==> src/rtl/seven_seg_pkg.sv <==
// seven_seg_pkg: shared constants and helpers for the 4-digit seven-segment
// driver.
//   SEG_*      : active-low cathode patterns {g,f,e,d,c,b,a}
//   ANODE_OFF  : all digits disabled
//   ANODE_LAST : digit 3 enabled, the last digit of a scan frame
//   dsel_t / decode_anode : turn the scanner's one-hot anode into a digit index
package seven_seg_pkg;

  localparam logic [6:0] SEG_0     = 7'b1000000;
  localparam logic [6:0] SEG_1     = 7'b1111001;
  localparam logic [6:0] SEG_2     = 7'b0100100;
  localparam logic [6:0] SEG_3     = 7'b0110000;
  localparam logic [6:0] SEG_4     = 7'b0011001;
  localparam logic [6:0] SEG_5     = 7'b0010010;
  localparam logic [6:0] SEG_6     = 7'b0000010;
  localparam logic [6:0] SEG_7     = 7'b1111000;
  localparam logic [6:0] SEG_8     = 7'b0000000;
  localparam logic [6:0] SEG_9     = 7'b0010000;
  localparam logic [6:0] SEG_A     = 7'b0001000;
  localparam logic [6:0] SEG_B     = 7'b0000011;
  localparam logic [6:0] SEG_C     = 7'b1000110;
  localparam logic [6:0] SEG_D     = 7'b0100001;
  localparam logic [6:0] SEG_E     = 7'b0000110;
  localparam logic [6:0] SEG_F     = 7'b0001110;
  localparam logic [6:0] SEG_BLANK = 7'h7F;

  localparam logic [3:0] ANODE_OFF  = 4'b1111;
  localparam logic [3:0] ANODE_LAST = 4'b0111;

  typedef struct packed {
    logic       vld;
    logic [1:0] idx;
  } dsel_t;

  // Exactly one low bit is a valid digit; anything else (all high, several
  // low) is rejected so the board is driven dark rather than ghosting.
  function automatic dsel_t decode_anode(input logic [3:0] an);
    dsel_t s;
    s = '0;
    case (an)
      4'b1110: s = '{vld: 1'b1, idx: 2'd0};
      4'b1101: s = '{vld: 1'b1, idx: 2'd1};
      4'b1011: s = '{vld: 1'b1, idx: 2'd2};
      4'b0111: s = '{vld: 1'b1, idx: 2'd3};
      default: s = '0;
    endcase
    return s;
  endfunction

endpackage

==> src/rtl/hex_to_seg.sv <==
// hex_to_seg: combinational hex nibble to active-low seven-segment decoder.
//   nib : 4-bit hex digit
//   seg : {g,f,e,d,c,b,a}, active-low
module hex_to_seg
  import seven_seg_pkg::*;
(
  input  logic [3:0] nib,
  output logic [6:0] seg
);

  always_comb begin
    seg = SEG_BLANK;
    case (nib)
      4'h0: seg = SEG_0;
      4'h1: seg = SEG_1;
      4'h2: seg = SEG_2;
      4'h3: seg = SEG_3;
      4'h4: seg = SEG_4;
      4'h5: seg = SEG_5;
      4'h6: seg = SEG_6;
      4'h7: seg = SEG_7;
      4'h8: seg = SEG_8;
      4'h9: seg = SEG_9;
      4'hA: seg = SEG_A;
      4'hB: seg = SEG_B;
      4'hC: seg = SEG_C;
      4'hD: seg = SEG_D;
      4'hE: seg = SEG_E;
      4'hF: seg = SEG_F;
      default: seg = SEG_BLANK;
    endcase
  end

endmodule

==> src/rtl/seven_seg_driver.sv <==
// seven_seg_driver: 4-digit multiplexed seven-segment output stage that follows
// the anode scanner. A loaded value is double-buffered and only swapped in at
// the frame boundary (anode == 0111), so a frame never mixes two values.
//   div_clock : scan clock (shared with the anode scanner)
//   reset     : synchronous, active-high
//   anode     : scanner anode, active-low one-hot, bit i = digit i
//   value     : 16-bit hex value, digit i = value[4i+3:4i]
//   dp_mask   : decimal-point enables, active-high, per digit
//   load      : strobe capturing value/dp_mask
//   blank_lz  : leading-zero blanking enable (live, not buffered)
//   anode_out : registered anode, active-low
//   cathode   : registered {g,f,e,d,c,b,a}, active-low
//   dp        : registered decimal point, active-low
//   pending   : a loaded value is waiting for the frame boundary
module seven_seg_driver
  import seven_seg_pkg::*;
(
  input  logic        div_clock,
  input  logic        reset,
  input  logic [3:0]  anode,
  input  logic [15:0] value,
  input  logic [3:0]  dp_mask,
  input  logic        load,
  input  logic        blank_lz,
  output logic [3:0]  anode_out,
  output logic [6:0]  cathode,
  output logic        dp,
  output logic        pending
);

  logic [15:0] staged, shown;
  logic [3:0]  staged_dp, shown_dp;
  logic        pending_q;

  dsel_t       sel;
  logic [3:0]  nib;
  logic [6:0]  seg;
  logic [3:0]  lz;
  logic        blank;
  logic        boundary;

  assign sel      = decode_anode(anode);
  assign boundary = (anode == ANODE_LAST);
  assign nib      = shown[{sel.idx, 2'b00} +: 4];

  // lz[i]: nibble i and every higher nibble are zero. Digit 0 is always shown.
  assign lz[3] = (shown[15:12] == 4'h0);
  assign lz[2] = lz[3] && (shown[11:8] == 4'h0);
  assign lz[1] = lz[2] && (shown[7:4] == 4'h0);
  assign lz[0] = 1'b0;
  assign blank = blank_lz && lz[sel.idx];

  hex_to_seg u_dec (
    .nib (nib),
    .seg (seg)
  );

  always_ff @(posedge div_clock) begin
    if (reset) begin
      staged    <= '0;
      staged_dp <= '0;
      shown     <= '0;
      shown_dp  <= '0;
      pending_q <= 1'b0;
      anode_out <= ANODE_OFF;
      cathode   <= SEG_BLANK;
      dp        <= 1'b1;
    end else begin
      // Buffer swap. A load on the boundary goes straight to shown.
      if (boundary) begin
        if (load) begin
          shown    <= value;
          shown_dp <= dp_mask;
        end else if (pending_q) begin
          shown    <= staged;
          shown_dp <= staged_dp;
        end
        pending_q <= 1'b0;
      end else if (load) begin
        staged    <= value;
        staged_dp <= dp_mask;
        pending_q <= 1'b1;
      end

      // Outputs use the pre-swap shown, so the boundary edge still emits
      // digit 3 of the old frame.
      if (sel.vld) begin
        anode_out <= anode;
        cathode   <= blank ? SEG_BLANK : seg;
        dp        <= ~shown_dp[sel.idx];
      end else begin
        anode_out <= ANODE_OFF;
        cathode   <= SEG_BLANK;
        dp        <= 1'b1;
      end
    end
  end

  assign pending = pending_q;

endmodule

==> config.mk <==
export PLATFORM = sky130hd
export DESIGN_NAME = seven_seg_driver
export DESIGN_NICKNAME = d
export VERILOG_FILES = /design/src/rtl/seven_seg_pkg.sv /design/src/rtl/hex_to_seg.sv /design/src/rtl/seven_seg_driver.sv
export SDC_FILE = /design/constraint.sdc
export NUM_CORES = 1
export LEC_CHECK = 0
export CAP_MARGIN = 25
export CORE_ASPECT_RATIO = 0.6
export CORE_MARGIN = 4
export CORE_UTILIZATION = 40
export DETAILED_ROUTE_END_ITERATION = 10
export GPL_TIMING_DRIVEN = 0
export PLACE_DENSITY = 0.65
export SYNTH_ARGS = -nofsm -noshare
export SYNTH_HDL_FRONTEND = slang
export SYNTH_SLANG_ARGS = --single-unit
==> constraint.sdc <==
create_clock -name div_clock -period 2.5 [get_ports div_clock]
set_clock_uncertainty 0.2 [all_clocks]
set_input_delay 0.625 -clock div_clock [delete_from_list [all_inputs] [get_ports div_clock]]
set_output_delay 0.625 -clock div_clock [all_outputs]
set_load 0.005 [all_outputs]
==> reports/metrics.cfg, run 1 <==
[yosys]
async_flop_share = 0
ys_seq_elements = 53
synth_cells = 291
yosysWarnings = 0
synth-main-ff-cell = dfxtp_1
synth_area_per_cell_um2 = 8.65
synth_fp_nets = 325
syn_area_um2 = 2520
synth.distinct_cells = 45
synth_edf_count = 0
yosysSeqAreaShare = 0.422

[power_and_ir_drop]
power_mw = 1.80
p_leak_nw = 1.20
clkPwrFrac = 0.333
vdd_ir_drop_max_uv = 255
comb_power_share = 0.165
p_per_area_nw_per_um2 = 557
p_sw_uw = 443
p_seq_frac = 0.502
p_int_mw = 1.35
p_sw_frac = 0.247

[clock_tree]
clk_pin_slew_worst_paths_ps = 90
clock-root-buffer = clkbuf_8
numCtsBuffers = 5
cts_sinks = 53
cts_tree = done
hold_buffers = 0
clock_path_buffers = 2
clock_latency_ps = 310
h-tree-depth = 2

[critical_path]
startpoint_type = primary input
crit_type = in -> reg
critPathCaptureType = register
timing.rr.start = shown[6]
r2r_end = cathode[0]
rr_worst_depth = 7
cp_max_fo = 10
arrival_ps = 2480
required_ps = 2530
r2r_setup_slack_ps = 470
startpoint = anode[2]

[timing]
period_needed_ps = 2450
relSlewSlack = 0.491
fin_crit_sh = 0.979
finalHoldViolations = 0
fmax_mhz = 409
worst_pin_slew_ps = 763
finalSetupViolCount = 0
rsz0062_at_grt = true
slew_violations = 0

[drt]
wl_met3_um = 483
routed_via_density = 5.13
wl_met2_um = 2290
wire_per_inst_um = 14.1
dr_total_vias = 2170
wl_um = 5960
drtPass1Iterations = 4
route.top_layer_used = met4
drt_iter0_drc = 91
ant_nets = 0
m1WireLength_um = 3120
drc = 0

[grt]
grt_pass1_vias = 1935
grt_remaining_overflow = 0
antenna_found_initial = 0
grt_pass1_wl_um = 9830
grt_start_max_net_pins = 16
track_usage = 0.162

[placed_design]
portBuffers = 38
routabilityCongestion = 0.898
dp.cells = 413
hpwl_um = 4470

[floorplanning]
dieArea_um2 = 7660
die-width_um = 110
fp.coreArea_um2 = 6110
die_h_um = 69.4
rows = 22
ios = 41
initial_utilization = 0.412

[final_layout]
syn2layout_area_growth_pct = 28.0
drive_above_1_share = 0.124
fillers = 617
fin_nets = 372
n_antenna_cell = 0
final_cell_count_no_fill = 423

[min_path]
min-delay-start = staged[5]
worst_hold_path_type = reg -> reg
hold-path-cell-count = 2
hold_path_end = staged[5]

[run]
maxCapViolations = 0

[outcome]
status = finished, final reports clean

-- state kept, by name, summed over array words and instances, names as in the netlist --
register,flops
shown,16
staged,16
cathode,7
anode_out,4
shown_dp,4
staged_dp,4
dp,1
pending,1
-- metrics by stage --
stage | TNS, ps | setup slack (ps) | area (µm²) | utilization | hold WS (ps)
2_1_floorplan | 0 | 60.8 | 2540 | - | 236
5_1_grt | -48.6 | -38.8 | 3220 | 0.527 | 272
3_5_place_dp | -12080 | -796 | 3020 | 0.495 | 246
3_3_place_gp | -12170 | -778 | 3020 | 0.495 | 241
4_1_cts | 0 | 7.82 | 3200 | 0.523 | 259
6_report | 0 | 52.2 | 3220 | 0.527 | 257
-- power groups by stage --
stage               Sequential, mW  Combinational (mW)  Clock (mW)
floorplan                    0.917               0.170           0
global placement             0.919               0.278           0
detailed placement           0.920               0.281           0
CTS                          0.900               0.292       0.612
global route                 0.905               0.328       0.651
finish                       0.900               0.297       0.598
-- final cells by class --
class	count	area [µm²]	share of cell area
Clock inverter	1	30.0	0.00932
Buffer	21	115	0.0357
Tap cell	84	105	0.0326
Sequential cell	53	1060	0.329
Inverter	6	22.5	0.00699
Multi-Input combinational cell	210	1390	0.432
Timing Repair Buffer	41	409	0.127
Clock buffer	7	86.3	0.0268
-- layer usage --
metal	vias to the layer above	GRT usage
met1	981	0.258
met2	71	0.211
met4	0	0.0451
met3	8	0.0400
li1	1110	-
met5	-	0
-- worst max-delay path by stage --
stage	endpoint	slack (ps)	cells after the start
after floorplan	cathode[5]	60	11
after global placement	cathode[3]	-780	12
after detailed placement	cathode[3]	-800	12
after CTS	cathode[3]	8	12
after global routing	cathode[3]	-40	11
final	cathode[3]	50	11
-- critical path, stage by stage --
cell	delay (ps)
dlygate4sd2_1	270
buf_6	150
nand2b_4	100
o22ai_2	90
a32o_2	290
a21oi_4	130
inv_1	110
ha_1	340
mux2i_2	170
nor4_2	50
a31oi_1	140
-- cells in the final DEF (no fill, tap or decap), types with 2 or more instances in the layout --
master / instances
dfxtp_1: 53
nand2_1: 52
clkdlybuf4s50_1: 34
nor2_1: 27
a21oi_1: 25
mux2i_1: 23
a211oi_1: 20
clkbuf_1: 17
clkbuf_8: 7
or2_2: 5
ha_1: 5
inv_1: 4
nand3b_1: 4
nor3_1: 4
buf_6: 3
buf_4: 3
o21ai_0: 3
o221ai_1: 3
a221oi_4: 2
inv_2: 2
nand2b_1: 2
o211ai_1: 2
nor4_1: 2
nand3_1: 2
dlygate4sd2_1: 2
-- synth_stat cells, drive strengths merged, types with 5 or more instances --
library cell  count  area [µm²]
nand2            53         201
a211oi           20         150
ha                6        75.1
a21oi            27         139
clkbuf           17        63.8
nor2             28         105
inv               6        22.5
mux2i            24         240
dfxtp            53        1060
or2               5        31.3
buf               5        43.8
-- cell families (layout without fill, tap and decap cells) --
family	Yosys count	after routing	share of synthesized area
adder cells (fa/ha/maj)	7	7	0.0338
flip-flops	53	53	0.422
buffers and inverters	28	76	0.0517
AO/OA/AOI/OAI	69	69	0.191
XOR/XNOR	2	2	0.00696
AND/OR/NAND/NOR	107	107	0.190
multiplexers	25	25	0.104
-- repair_timing --
action	4_1_cts	5_1_grt
setup endpoints to repair	7	6
buffers inserted	3	0
resized for setup	18	6
pin swaps	2	2
No activity file was read; power rests on OpenSTA's default activity.
==> run 2: changes to the inputs <==
--- a/config.mk
+++ b/config.mk
@@ -6,8 +6,8 @@
 export NUM_CORES = 1
 export LEC_CHECK = 0
 export CAP_MARGIN = 25
-export CORE_ASPECT_RATIO = 0.6
-export CORE_MARGIN = 4
+export CORE_ASPECT_RATIO = 0.7
+export CORE_MARGIN = 5
 export CORE_UTILIZATION = 40
 export DETAILED_ROUTE_END_ITERATION = 10
 export GPL_TIMING_DRIVEN = 0
==> run 2 against run 1 <==
  * Cell count down 0.95%
  * Count of clock-buffer cells in the layout decreased by 1
  * Wire length is 1.9% higher
  * Total power decreased by 6.6%
  * Non-clock buffer count grew 2
  * Hold slack improved by 0.63 ps
  * Setup slack improved by 51 ps
  * Sequential share of layout area up 0.71 points
  * Fmax rose by 2.1%
  * Die area grew 4.4%
  * Critical path type unchanged
  * Combinational power is 1% lower
==> reports/metrics.cfg, run 2 (synthesis results as in run 1) <==
[grt]
grt_pass1_vias = 2061  ; +6.5%
grt_start_max_net_pins = 17  ; +1
antenna_found_initial = 0  ; unchanged
grt_pass1_wl_um = 10300  ; +4.9%
track_usage = 0.154  ; -0.00793
grt_remaining_overflow = 0  ; unchanged

[critical_path]
arrival_ps = 2380  ; -100 ps
crit_buf_inv = 2  ; -1
startpoint_type = primary input
cp_max_fo = 5  ; -5
rr_worst_depth = 7  ; unchanged
crit_family = compound AO/OA/AOI/OAI gates
crit_type = in -> reg
required_ps = 2490  ; -40 ps
r2r_end = cathode[0]
path_cells = dlygate4sd2_1 > or2b_1 > o22ai_1 > a32o_2 > a21oi_4 > buf_4 > ha_1 > nor3b_1 > o31ai_2
r2r_setup_slack_ps = 540  ; +70 ps
cp.depth = 9  ; -2
timing.rr.start = shown[6]
critPathMaxStageDelay_ps = 280  ; -60 ps
critPathCaptureType = register
crit_path_top_delay_cell = or2b_1

[floorplanning]
initial_utilization = 0.409  ; -0.00301
die-width_um = 105  ; -5.1%
die_h_um = 76.4  ; +10%
ios = 41  ; unchanged
dieArea_um2 = 8000  ; +4.4%
fp.coreArea_um2 = 6160  ; +0.74%
rows = 24  ; +9.1%

[clock_tree]
cts_sinks = 53  ; unchanged
clock_latency_ps = 300  ; about the same
clock_path_buffers = 2  ; unchanged
h-tree-depth = 2  ; unchanged
numCtsBuffers = 5  ; unchanged
clock-root-buffer = clkbuf_8
hold_buffers = 0  ; unchanged
cts_tree = done
clk_pin_slew_worst_paths_ps = 100  ; about the same

[timing]
slew_violations = 0  ; unchanged
worst_pin_slew_ps = 733  ; -30.6 ps
finalHoldViolations = 0  ; unchanged
rsz0062_at_grt = false
hold_ws_ps = 258  ; +0.629 ps
relSlewSlack = 0.512  ; +0.0204
finalSetupViolCount = 0  ; unchanged
fin_crit_sh = 0.959  ; -0.0203
period_needed_ps = 2400  ; -50.7 ps
fmax_mhz = 417  ; +2.1%

[placed_design]
hpwl_um = 4500  ; +0.80%
portBuffers = 38  ; unchanged
dp.cells = 407  ; -1.5%
routabilityCongestion = 0.821  ; -8.6%
place_area_um2 = 3020  ; -0.25%

[power_and_ir_drop]
p_leak_nw = 1.18  ; -1.8%
vdd_ir_drop_max_uv = 352  ; +38%
power_mw = 1.68  ; -6.6%
p_per_area_nw_per_um2 = 532  ; -4.6%

[min_path]
hold-path-cell-count = 2  ; unchanged
worst_hold_path_type = reg -> reg
hold_path_end = staged[14]
min-delay-start = staged[14]

[final_layout]
largestRegisters = shown x16, staged x16, cathode x7
layout_common_cells = dfxtp_1, nand2_1, clkdlybuf4s50_1, nor2_1, a21oi_1
n_antenna_cell = 0  ; unchanged
final_area_um2 = 3150  ; -2.1%
drive_above_1_share = 0.123  ; -0.000727
final_cell_count_no_fill = 419  ; -0.95%
syn2layout_area_growth_pct = 25.4
layout_commonest_cell = dfxtp_1
utilization = 0.512  ; -0.0148
fin_nets = 374  ; +0.54%

[drt]
drtPass1Iterations = 4  ; unchanged
wire_per_inst_um = 14.5  ; +2.9%
wl_um = 6070  ; +1.9%
routed_via_density = 5.20  ; +1.4%
dr_total_vias = 2179  ; +0.41%
drc = 0  ; unchanged
drt_iter0_drc = 96  ; +5.5%
ant_nets = 0  ; unchanged

[outcome]
status = finished, final reports clean

[run]
maxCapViolations = 0  ; unchanged

run 2: how the worst max path moves through the flow:
stage	startpoint	endpoint
global placement	anode[3]	cathode[3]
detailed placement	anode[3]	cathode[3]
global route	anode[2]	cathode[5]
CTS	anode[2]	cathode[3]
floorplan	anode[3]	cathode[5]
finish	anode[2]	cathode[0]
run 2: repair_timing:
| action | CTS | global route |
|---|---|---|
| pin swaps | 2 | 2 |
| endpoints found under the setup margin | 7 | 7 |
| gates resized for setup | 14 | 8 |
| hold endpoints to repair | 0 | 0 |
| buffers inserted | 5 | 0 |
run 2: worst min-delay path, cell delays in order (launching register included):
cell and delay, ps:
dfxtp_1 320, nand2_1 50, a21oi_1 50
run 2: power by group:
part	internal [mW]	switching, mW	total (mW)
clock network	0.198	0.286	0.484
logic	0.142	0.151	0.293
registers	0.882	0.0185	0.900
run 2: metal layers:
metal / wire [µm] / global-route usage / up-vias
met5: 0 / 0 / -
met4: 36 / 0.0294 / 0
met3: 404 / 0.0390 / 4
met2: 2530 / 0.214 / 65
met1: 3110 / 0.239 / 994
li1: - / - / 1116
run 2: layout make-up:
| type | instances | area (µm²) |
|---|---|---|
| multi-input combinational | 210 | 1360 |
| clock buffer | 6 | 72.6 |
| tap | 78 | 97.6 |
| inverter | 6 | 22.5 |
| sequential | 53 | 1060 |
| fill | 600 | 3000 |
| clock inverter | 2 | 15.0 |
| buffer | 21 | 115 |
| timing repair buffer | 43 | 407 |
run 2: metrics by stage:
stage	setup WS (ps)	setup TNS (ps)
4_1_cts	0.429	0
3_3_place_gp	-735	-10650
2_1_floorplan	60.8	0
3_5_place_dp	-765	-11930
6_report	103	0
5_1_grt	1.59	0
